File: src/rtl/stv_sync_fifo_core_if.sv
`default_nettype none
// ============================================================================
// Module      : stv_sync_fifo_core_if
// Description : Ready/valid push and pop handshake bundle for the sync FIFO.
// Revision    : 1.0 - initial release
// ============================================================================
interface stv_sync_fifo_core_if #(
    parameter type data_t = logic [7:0]
);
    logic  din_valid;
    logic  din_ready;
    data_t din;
    logic  dout_valid;
    logic  dout_ready;
    data_t dout;

    // Producer/consumer environment side
    modport master (
        output din_valid, din, dout_ready,
        input  din_ready, dout_valid, dout
    );

    // FIFO side
    modport slave (
        input  din_valid, din, dout_ready,
        output din_ready, dout_valid, dout
    );
endinterface
`default_nettype wire

File: src/rtl/stv_sync_fifo_core.sv
`default_nettype none
// ============================================================================
// Module      : stv_sync_fifo_core
// Description : Single-clock ready/valid FIFO with optional empty bypass (FLOW)
//               and registered-style ready path (SKID). Define STV_ASSERT_EN to
//               compile in simulation-only protocol checks.
// Revision    : 1.0 - initial release
// ============================================================================
module stv_sync_fifo_core #(
    parameter type data_t   = logic [7:0],
    parameter int  DEPTH    = 8,
    parameter bit  FLOW     = 1'b0,
    parameter bit  SKID     = 1'b0,
    localparam int CNTWIDTH = $clog2(DEPTH + 1)
) (
    input  wire logic                clk,
    input  wire logic                arst_n,
    input  wire logic                clear,
    stv_sync_fifo_core_if.slave      bus,
    output logic                     empty,
    output logic                     full,
    output logic [CNTWIDTH-1:0]      count
);
    localparam int                  PTRWIDTH  = (DEPTH > 1) ? $clog2(DEPTH) : 1;
    localparam logic [PTRWIDTH-1:0] LAST_PTR  = PTRWIDTH'(DEPTH - 1);
    localparam logic [CNTWIDTH-1:0] DEPTH_CNT = CNTWIDTH'(DEPTH);

    data_t               mem [DEPTH];
    logic [PTRWIDTH-1:0] wr_ptr;
    logic [PTRWIDTH-1:0] rd_ptr;
    logic                push;
    logic                pop;
    logic                push_stored;
    logic                pop_stored;
    logic                bypass;
    data_t               head;

    function automatic logic [PTRWIDTH-1:0] next_ptr(input logic [PTRWIDTH-1:0] p);
        return (p == LAST_PTR) ? '0 : p + 1'b1;
    endfunction

    assign empty = (count == '0);
    assign full  = (count == DEPTH_CNT);
    assign head  = mem[rd_ptr];

    if (SKID) begin : g_skid
        assign bus.din_ready = !full;
    end else begin : g_noskid
        assign bus.din_ready = !full || bus.dout_ready;
    end

    // An empty FLOW FIFO presents din directly; a consumed word never touches storage.
    if (FLOW) begin : g_flow
        assign bypass         = empty && bus.dout_ready;
        assign bus.dout_valid = empty ? bus.din_valid : 1'b1;
        assign bus.dout       = empty ? bus.din : head;
    end else begin : g_noflow
        assign bypass         = 1'b0;
        assign bus.dout_valid = !empty;
        assign bus.dout       = head;
    end

    assign push        = bus.din_valid && bus.din_ready;
    assign pop         = bus.dout_valid && bus.dout_ready;
    assign push_stored = push && !bypass;
    assign pop_stored  = pop && !empty;

    always_ff @(posedge clk) begin
        if (!arst_n || clear) begin
            wr_ptr <= '0;
            rd_ptr <= '0;
            count  <= '0;
        end else begin
            if (push_stored) wr_ptr <= next_ptr(wr_ptr);
            if (pop_stored)  rd_ptr <= next_ptr(rd_ptr);
            case ({push_stored, pop_stored})
                2'b10:   count <= count + 1'b1;
                2'b01:   count <= count - 1'b1;
                default: count <= count;
            endcase
        end
    end

    always_ff @(posedge clk) begin
        if (arst_n && !clear && push_stored) mem[wr_ptr] <= bus.din;
    end

`ifdef STV_ASSERT_EN
    if (DEPTH < 1) begin : g_depth_check
        $fatal(1, "DEPTH must be >= 1");
    end

    a_valid_stable : assert property (@(posedge clk) disable iff (!arst_n)
        (bus.din_valid && !bus.din_ready && !clear) |=> bus.din_valid)
        else $fatal(1, "Valid unstable");

    a_data_stable : assert property (@(posedge clk) disable iff (!arst_n)
        (bus.din_valid && !bus.din_ready && !clear) |=> $stable(bus.din))
        else $fatal(1, "Data unstable");

    a_count_range : assert property (@(posedge clk) disable iff (!arst_n)
        count <= DEPTH_CNT)
        else $fatal(1, "count exceeds DEPTH");
`endif
endmodule
`default_nettype wire

File: src/flat_wrapper.sv
// flat-port wrapper written by rule: the top's interface ports become plain ports
module stv_sync_fifo_core_flat 
#(
    parameter type data_t   = logic [7:0],
    parameter int  DEPTH    = 8,
    parameter bit  FLOW     = 1'b0,
    parameter bit  SKID     = 1'b0,
    localparam int CNTWIDTH = $clog2(DEPTH + 1)
)
  (clk, arst_n, clear, empty, full, count, bus_din_valid, bus_din, bus_dout_ready, bus_din_ready, bus_dout_valid, bus_dout);
  stv_sync_fifo_core_if #(.data_t(data_t)) bus_i ();
  input  wire logic clk;
  input  wire logic arst_n;
  input  wire logic clear;
  output logic empty;
  output logic full;
  output logic [CNTWIDTH-1:0] count;
  input wire logic [$bits(bus_i.din_valid)-1:0] bus_din_valid;
  input wire logic [$bits(bus_i.din)-1:0] bus_din;
  input wire logic [$bits(bus_i.dout_ready)-1:0] bus_dout_ready;
  output wire logic [$bits(bus_i.din_ready)-1:0] bus_din_ready;
  output wire logic [$bits(bus_i.dout_valid)-1:0] bus_dout_valid;
  output wire logic [$bits(bus_i.dout)-1:0] bus_dout;
  assign bus_i.din_valid = bus_din_valid;
  assign bus_i.din = bus_din;
  assign bus_i.dout_ready = bus_dout_ready;
  assign bus_din_ready = bus_i.din_ready;
  assign bus_dout_valid = bus_i.dout_valid;
  assign bus_dout = bus_i.dout;
  stv_sync_fifo_core #(.data_t(data_t), .DEPTH(DEPTH), .FLOW(FLOW), .SKID(SKID)) u_core (.clk(clk), .arst_n(arst_n), .clear(clear), .bus(bus_i), .empty(empty), .full(full), .count(count));
endmodule
File: config.mk
export PLATFORM = sky130hd
export DESIGN_NAME = stv_sync_fifo_core_flat
export DESIGN_NICKNAME = d
export VERILOG_FILES = /design/src/rtl/stv_sync_fifo_core_if.sv /design/src/rtl/stv_sync_fifo_core.sv /design/src/flat_wrapper.sv
export SDC_FILE = /design/constraint.sdc
export NUM_CORES = 1
export LEC_CHECK = 0
export ABC_AREA = 1
export ABC_CLOCK_PERIOD_IN_PS = 5200
export CAP_MARGIN = 10
export CORE_MARGIN = 2
export CORE_UTILIZATION = 30
export CTS_BUF_LIST = sky130_fd_sc_hd__clkbuf_8 sky130_fd_sc_hd__clkbuf_16
export DETAILED_ROUTE_END_ITERATION = 16
export PLACE_DENSITY = 0.44
export SETUP_SLACK_MARGIN = 0.1
export SYNTH_ARGS = -nofsm -noshare
export SYNTH_HDL_FRONTEND = slang
export SYNTH_SLANG_ARGS = --single-unit
File: constraint.sdc
create_clock -name clk -period 5.2 [get_ports clk]
set_clock_uncertainty 0.1 [all_clocks]
set_input_delay 1.04 -clock clk [delete_from_list [all_inputs] [get_ports clk]]
set_output_delay 1.04 -clock clk [all_outputs]
set_load 0.01 [all_outputs]
Yosys cells after proc, flatten, opt, wreduce, memory -nomap -nowiden
Memory sizes are Yosys's and may differ from the RTL's. A register that Yosys moved wholly into a read port is not among the register bits. Index checks and enable logic that the tools add are counted. Widths: inputs -> output; s select.

Add/subtract/negate cells: 4. Eq/ne operators: 5. Mux-type cells: 7. Reduce and logical (&&, ||, !) cells: 13.

Operator list (count): $mux 3 (4); $pmux 4 s2 (1); $add 3x1->3 const B (2); $eq 3x3->1 const B (2); $logic_and 1x1->1 (5); $add 4x1->4 const B (1); $eq 4x4->1 const B (1); $logic_not 1->1 (4); $logic_not 4->1 (1); $sub 4x1->4 const B (1); $eq 2x1->1 const B (1); $eq 2x2->1 const B (1); $logic_or 1x1->1 (2); $mux 1 (2); $reduce_bool 2->1 (1).

Register bits: 10. Memory bits (writable): 64. Bits of input ports: 13. Output and inout bits: 16. Word-level logic and storage cells: 33. Memories kept: 1.

Memory list: u_core.mem (depth 8, width 8, rd ports 1, clocked after memory_dff 1, write ports 1, line stv_sync_fifo_core.sv:28) `data_t mem [DEPTH];`.

Longest topological paths before layout
Gate-level depths: netlist of the first run.

Depth in word-level cells: 7. Gate-level depth with buffers: 13. Gate-level depth less buffers: 13.

Worst setup path before layout of the first run
No wires, ideal clock.

Path kind: input to register. Start: in bus_dout_ready. End: reg u_core.count[2]. Setup time: 0.115 ns. Arrival: 2.289 ns. Required time: 4.985 ns. Setup slack: 2.696 ns. Cell stages on the path: 9. Cell sequence: inv_1 -> nand3_2 -> nand2_2 -> ha_1 -> inv_1 -> fa_1 -> xnor2_1 -> o21ai_0 -> inv_1.

Cells in the longest elaborated chain, start to end: 4. Elaborated cells on any way between the ends: 8. Classes of those cells: eq/ne: 2; mux: 1; reduce/logical: 5.

RTL lines: from (decl) (line flat_wrapper.sv:20) `input wire logic [$bits(bus_i.dout_ready)-1:0] bus_dout_ready;`; $logic_or 1x1->1 (*) (line stv_sync_fifo_core.sv:49) `assign bus.din_ready = !full || bus.dout_ready;`; via bus_din_ready (line flat_wrapper.sv:21) `output wire logic [$bits(bus_i.din_ready)-1:0] bus_din_ready;`; $logic_and 1x1->1 (*) (line stv_sync_fifo_core.sv:63) `assign push = bus.din_valid && bus.din_ready;`; $eq 2x1->1 or $eq 2x2->1 (tied branches) (line stv_sync_fifo_core.sv:76) `case ({push_stored, pop_stored})`; $pmux 4 s2 or $reduce_bool 2->1 (tied branches); to (signal assigned) (line stv_sync_fifo_core.sv:77) `2'b10: count <= count + 1'b1;`; to (signal assigned) (line stv_sync_fifo_core.sv:78) `2'b01: count <= count - 1'b1;`; to (signal assigned) (line stv_sync_fifo_core.sv:79) `default: count <= count;`; to (decl) (line stv_sync_fifo_core.sv:22) `output logic [CNTWIDTH-1:0] count`.

The timed path passes the listed nets; every way through them passes the cells marked *. A chain may end at the register's enable or synchronous reset.

==> out/metrics.csv, run 1 <==
metric;value;unit
diodes;0;
setup_tns;0;ns
coreArea;0.0104;mm²
cp_data_arrival_time;2.45;ns
ir_worst_vdd;126;µV
clkLatencyLatePin;0.34;ns
grt_max_degree;33;
period_minus_slack;3.59;ns
grt_pass1_vias;2128;
path_buf_inv;1;
fmax;278;MHz
routed_wl;6.81;mm
yosysUniqueCellTypes;25;
ys_seq_area_share;67.2;%
syn2layout_area_growth;18.5;%
cpPeakStageDelay;1.00;ns
final.period_utilization;69.1;%
rsz0062_at_grt;no;
p_leak;1.39;nW
hp-class;flip-flop to flip-flop;
routed_via_density;4.51;
dieHeight;108;µm
cts_tree;yes;
hold_depth;2;
path_clk_slew;0.07;ns
cap_violations;0;
post-cts-setup-buffer-count;0;
drtPass1Iterations;4;
critPathLaunchType;flip-flop;
cts.sinks;77;
synth_area;0.00325;mm²
grt_pass1_wl;11.0;mm
critical_path.top_delay_family;flip-flops;
drive_gt1_share;6.63;%
grtUsageTotal;12.8;%
avgRoutedWirePerCell;14.6;µm
final_common_cell;nor2_1;
htreeDepth;3;
initial_core_util;31.2;%
cts_buffer_depth;2;
cts_buffers;9;
netlist_instances;297;
slew_headroom;30.2;%
path_cells;o21ai_0, o21ai_0, nand2_1, nand2_1, clkdlybuf4s50_1;
crit_cells;5;
die_area;0.0117;mm²
power.density;352;mW/mm²
hold_buffers;0;
die_w;108;µm
layout_common_cells;66 x nor2_1, 64 x edfxtp_1, 42 x nand2_1;
cp_slowest_cell;dfxtp_1;
final_util;37.0;%
worstPathRequired;4.06;ns
antenna_found_initial;0;
drtIter0Drc;101;
synth.net_count;318;
cts_resized;0;
stdcell_count;468;
final_nets;349;
place.gp.congestion;0.754;
end_kind;primary output;
syn_avg_cell_area;10.9;µm²
yosys_warnings;0;
worst_pin_slew;1.05;ns
cp_max_fo;31;
synth_seq_cells;77;
placed_cells;453;
slew_violations;0;
grt_overflow;0;
finalHoldViolCount;0;
r2r_cells;6;
row_count;37;
drtAntennaViolNets;0;
crit_type;flip-flop to primary output;
ios;29;
drcViolationCount;0;
run_status;finished, final reports clean;
root_buffer;clkbuf_8;
setup_viol;0;
port-buffer-count;28;
fillCellCount;1028;
vias;2112;
dpl.hpwl;4.32;mm
==> stage by stage <==
stage               setup WS, ns  total power [W]  hold slack (ns)  area [µm²]
floorplan                   2.70         0.000787            0.381        3250
global placement            1.85         0.000854            0.403        3620
detailed placement          1.84         0.000855            0.411        3620
CTS                         1.57          0.00137            0.422        3850
global route                1.28          0.00142            0.438        3850
finish                      1.61          0.00135            0.413        3850
==> report_power, final <==
group          switching [W]  internal, W  total (W)
sequential         0.0000140     0.000677   0.000691
combinational      0.0000799    0.0000676   0.000148
clock               0.000205     0.000312   0.000517
total               0.000299      0.00106    0.00135
==> routing by layer <==
metal	track usage [%]	vias to the layer above	routed length, µm	share of wire, %
met5	0	-	0	0
met4	5.77	0	120	1.8
met3	2.17	10	180	2.6
met2	21.2	37	3260	48
met1	16.5	994	3250	48
li1	-	1071	-	-
==> kinds of logic (layout without fill, tap and decap cells) <==
logic type / Yosys count / in the layout / synth area share [%]
xor+xnor: 1 / 1 / 0.270
fa+ha+maj: 8 / 8 / 3.31
buf+inv: 30 / 65 / 5.08
simple gates: 119 / 119 / 14.5
flops: 77 / 77 / 67.2
compound gates: 62 / 62 / 9.66
==> layout make-up <==
class | count | area [µm²] | area share, %
Clock buffer | 9 | 124 | 3.22
Multi-Input combinational cell | 190 | 902 | 23.4
Sequential cell | 77 | 2180 | 56.7
Timing Repair Buffer | 30 | 295 | 7.67
Tap cell | 136 | 170 | 4.42
Clock inverter | 6 | 103 | 2.66
Inverter | 20 | 75.1 | 1.95
==> tightest hold or removal path, delay by kind of cell (launching register included) <==
family / cells / cell delay [ns]
simple gates: 2 / 0.15
flops: 1 / 0.32
==> registers in the layout, summed over array words and instances (netlist names), named ones only <==
register	flops
u_core.mem	64
u_core.count	4
u_core.rd_ptr	3
u_core.wr_ptr	3
==> path summary, 6_finish.rpt <==
kind,startpoint,end,slack [ns]
min reg2reg,u_core.rd_ptr[1],u_core.rd_ptr[1],0.41
max,flip-flop,bus_dout[0],1.61
min,u_core.rd_ptr[1],u_core.rd_ptr[1],0.41
max reg2reg,u_core.count[1],u_core.mem[3][0],2.97
==> synth_stat cells, drive strengths merged <==
cell / count / area, µm²
nand2: 43 / 164
ha: 7 / 87.6
a21oi: 8 / 40.0
xnor2: 1 / 8.76
or2: 1 / 6.26
buf: 8 / 72.6
nand3: 6 / 35.0
nor2: 68 / 260
edfxtp: 64 / 1920
nor4: 1 / 6.26
o21ai: 54 / 274
inv: 20 / 75.1
fa: 1 / 20.0
dfxtp: 13 / 260
clkbuf: 2 / 17.5
(Power assumes the default switching activity.)
==> inputs of run 2 (changes only) <==
ABC_CLOCK_PERIOD_IN_PS = 3000   (was 5200)
PLACE_DENSITY = 0.46   (was 0.44)
clock period = 3 ns   (was 5.2 ns; I/O delays follow)
==> run 2 against run 1 <==
Compared with the run above: utilization rose by 0.62 points; hold slack better by 0.0023 ns; combinational power grew 84%; global-route usage shrank 0.20 points; worst setup slack got worse by 1.3 ns; register-to-register slack worse by 2.1 ns; first-iteration DRC count grew 8.9%; largest power group unchanged; sequential power grew 72%; power increased by 63%; clock power grew 46%; wire length down 0.16%; largest cell class unchanged.
==> out/metrics.csv, run 2 (synthesis results as in run 1) <==
metric;value;unit;change
cp_slowest_cell;clkdlybuf4s50_1;;
initial_core_util;31.2;%;unchanged
final_common_cell;nor2_1;;
critical_path.top_delay_family;buffers and inverters;;
run_status;finished, final reports clean;;
path_clk_slew;0.08;ns;about the same
grt_overflow;0;;unchanged
grt_pass1_wl;10.8;mm;-1.3%
htreeDepth;3;;unchanged
hold-worst-slack;0.416;ns;+0.00232 ns
grt_max_degree;33;;unchanged
hp-class;flip-flop to flip-flop;;
diodes;0;;unchanged
switching_share;24.3;%;+2.3 points
finalHoldViolCount;0;;unchanged
crit_type;flip-flop to primary output;;
routed_via_density;4.51;;about the same
cp_max_fo;21;;-32%
worst_pin_slew;0.387;ns;-0.658 ns
final_nets;362;;+3.7%
worstReg2RegStart;u_core.count[1];;
place_area;0.00372;mm²;+2.7%
setup_viol;0;;unchanged
critPathLaunchType;flip-flop;;
post-cts-setup-buffer-count;0;;unchanged
end_kind;primary output;;
multi_input_area;902;µm²;unchanged
hold_buffers;0;;unchanged
grtUsageTotal;12.6;%;-0.20 points
slew_headroom;74.2;%;+44 points
largest_register;u_core.mem;;
coreArea;0.0104;mm²;unchanged
die_area;0.0117;mm²;unchanged
vias;2170;;+2.7%
cts_buffer_depth;2;;unchanged
largest_reg_flops;64;;unchanged
grt_pass1_vias;2107;;-0.99%
pre_cts_slack;0.406;ns;-1.43 ns
rsz0062_at_grt;no;;
p_sw;0.000538;W;+80%
final_util;37.6;%;+0.62 points
ios;29;;unchanged
cts_buffers;9;;unchanged
slew_violations;0;;unchanged
place.gp.congestion;0.737;;-2.2%
drcViolationCount;0;;unchanged
largest_registers;u_core.mem (64), u_core.count (4);;
final_area;0.00392;mm²;+1.7%
dpl.hpwl;4.27;mm;-1.2%
layout_common_cells;66 x nor2_1, 64 x edfxtp_1, 42 x nand2_1;;
power.density;565;mW/mm²;+60%
root_buffer;clkbuf_8;;
dieHeight;108;µm;unchanged
final.period_utilization;89.6;%;
ir_worst_vdd;170;µV;+35%
routed_wl;6.80;mm;-0.16%
drtPass1Iterations;4;;unchanged
path_buf_inv;2;;+1
cts.sinks;77;;unchanged
clockPowerShare;34.0;%;-4.1 points
worstPathRequired;2.30;ns;-1.76 ns
antenna_found_initial;0;;unchanged
cts_resized;0;;unchanged
p_int;0.00167;W;+58%
die_w;108;µm;unchanged
setup_ws;0.312;ns;-1.30 ns
cap_violations;0;;unchanged
avgRoutedWirePerCell;14.1;µm;-2.9%
clkLatencyLatePin;0.35;ns;about the same
fillCellCount;1068;;+3.9%
path_cells;buf_6, nor2_1, nor2_1, o21ai_1, o21ai_1, nand2_1, nand2_1, clkdlybuf4s50_1;;
drtIter0Drc;110;;+8.9%
cpPeakStageDelay;0.54;ns;-0.46 ns
drive_gt1_share;10.7;%;+4.1 points
seq_area;0.00218;mm²;unchanged
cts_tree;yes;;
fmax;372;MHz;
syn2layout_area_growth;20.5;%;
combPwrFrac;12.3;%;+1.4 points
p_leak;1.44;nW;+3.6%
min_from;u_core.rd_ptr[2];;
period_minus_slack;2.69;ns;
row_count;37;;unchanged
setup_tns;0;ns;unchanged
cp_data_arrival_time;1.99;ns;-0.46 ns
port-buffer-count;28;;unchanged
drtAntennaViolNets;0;;unchanged
seqPwrFrac;53.6;%;+2.6 points
## run 2: cell count changes in the layout (fill, tap and decap cells not counted)
cell        before  now
buf_4            2   14
bufinv_16        3    1
clkinv_1         2    0
clkinvlp_4       0    2
buf_6            0    1
clkinv_2         1    2
inv_2            2    1
inv_4            0    1
inv_6            0    1
## run 2: routing by layer
layer	share of wire, %	vias to the layer above	global-route usage (%)	routed length (µm)
met1	48	1004	16.7	3270
met3	4.7	15	3.07	317
li1	-	1097	-	-
met2	45	54	19.5	3050
met4	2.5	0	5.95	168
met5	0	-	0	0
## run 2: power by group through the flow
stage | sequential (W) | combinational, W | clock, W
floorplan | 0.00121 | 0.000154 | 0
global route | 0.00119 | 0.000309 | 0.000812
finish | 0.00119 | 0.000272 | 0.000753
CTS | 0.00119 | 0.000276 | 0.000772
global placement | 0.00121 | 0.000274 | 0
detailed placement | 0.00121 | 0.000275 | 0
## run 2: layout make-up
| class | count | area share (%) |
|---|---|---|
| clock inverters | 6 | 1.63 |
| well taps | 136 | 4.35 |
| repair buffers | 43 | 10.1 |
| multi-input cells | 190 | 23.0 |
| flip-flops and latches | 77 | 55.7 |
| clock buffers | 9 | 3.16 |
| inverters | 20 | 1.98 |
## run 2: tightest hold or removal path, cell delays in order, from the launching register on
cell and delay, ns:
dfxtp_1 0.32, nor2_1 0.09, nor2_1 0.06
## run 2: worst paths after layout
check,cells past startpoint,endpoint,slack [ns]
max reg2reg,12,u_core.count[3],0.83
min,2,u_core.rd_ptr[2],0.42
min reg2reg,2,u_core.rd_ptr[2],0.42
max,8,bus_dout[0],0.31
## run 2: metrics by stage
| stage | instances | power, W |
|---|---|---|
| 6_report | 481 | 0.00221 |
| 3_5_place_dp | 466 | 0.00148 |
| 5_1_grt | 481 | 0.00231 |
| 3_3_place_gp | 466 | 0.00148 |
| 4_1_cts | 481 | 0.00223 |
| 2_1_floorplan | 297 | 0.00136 |
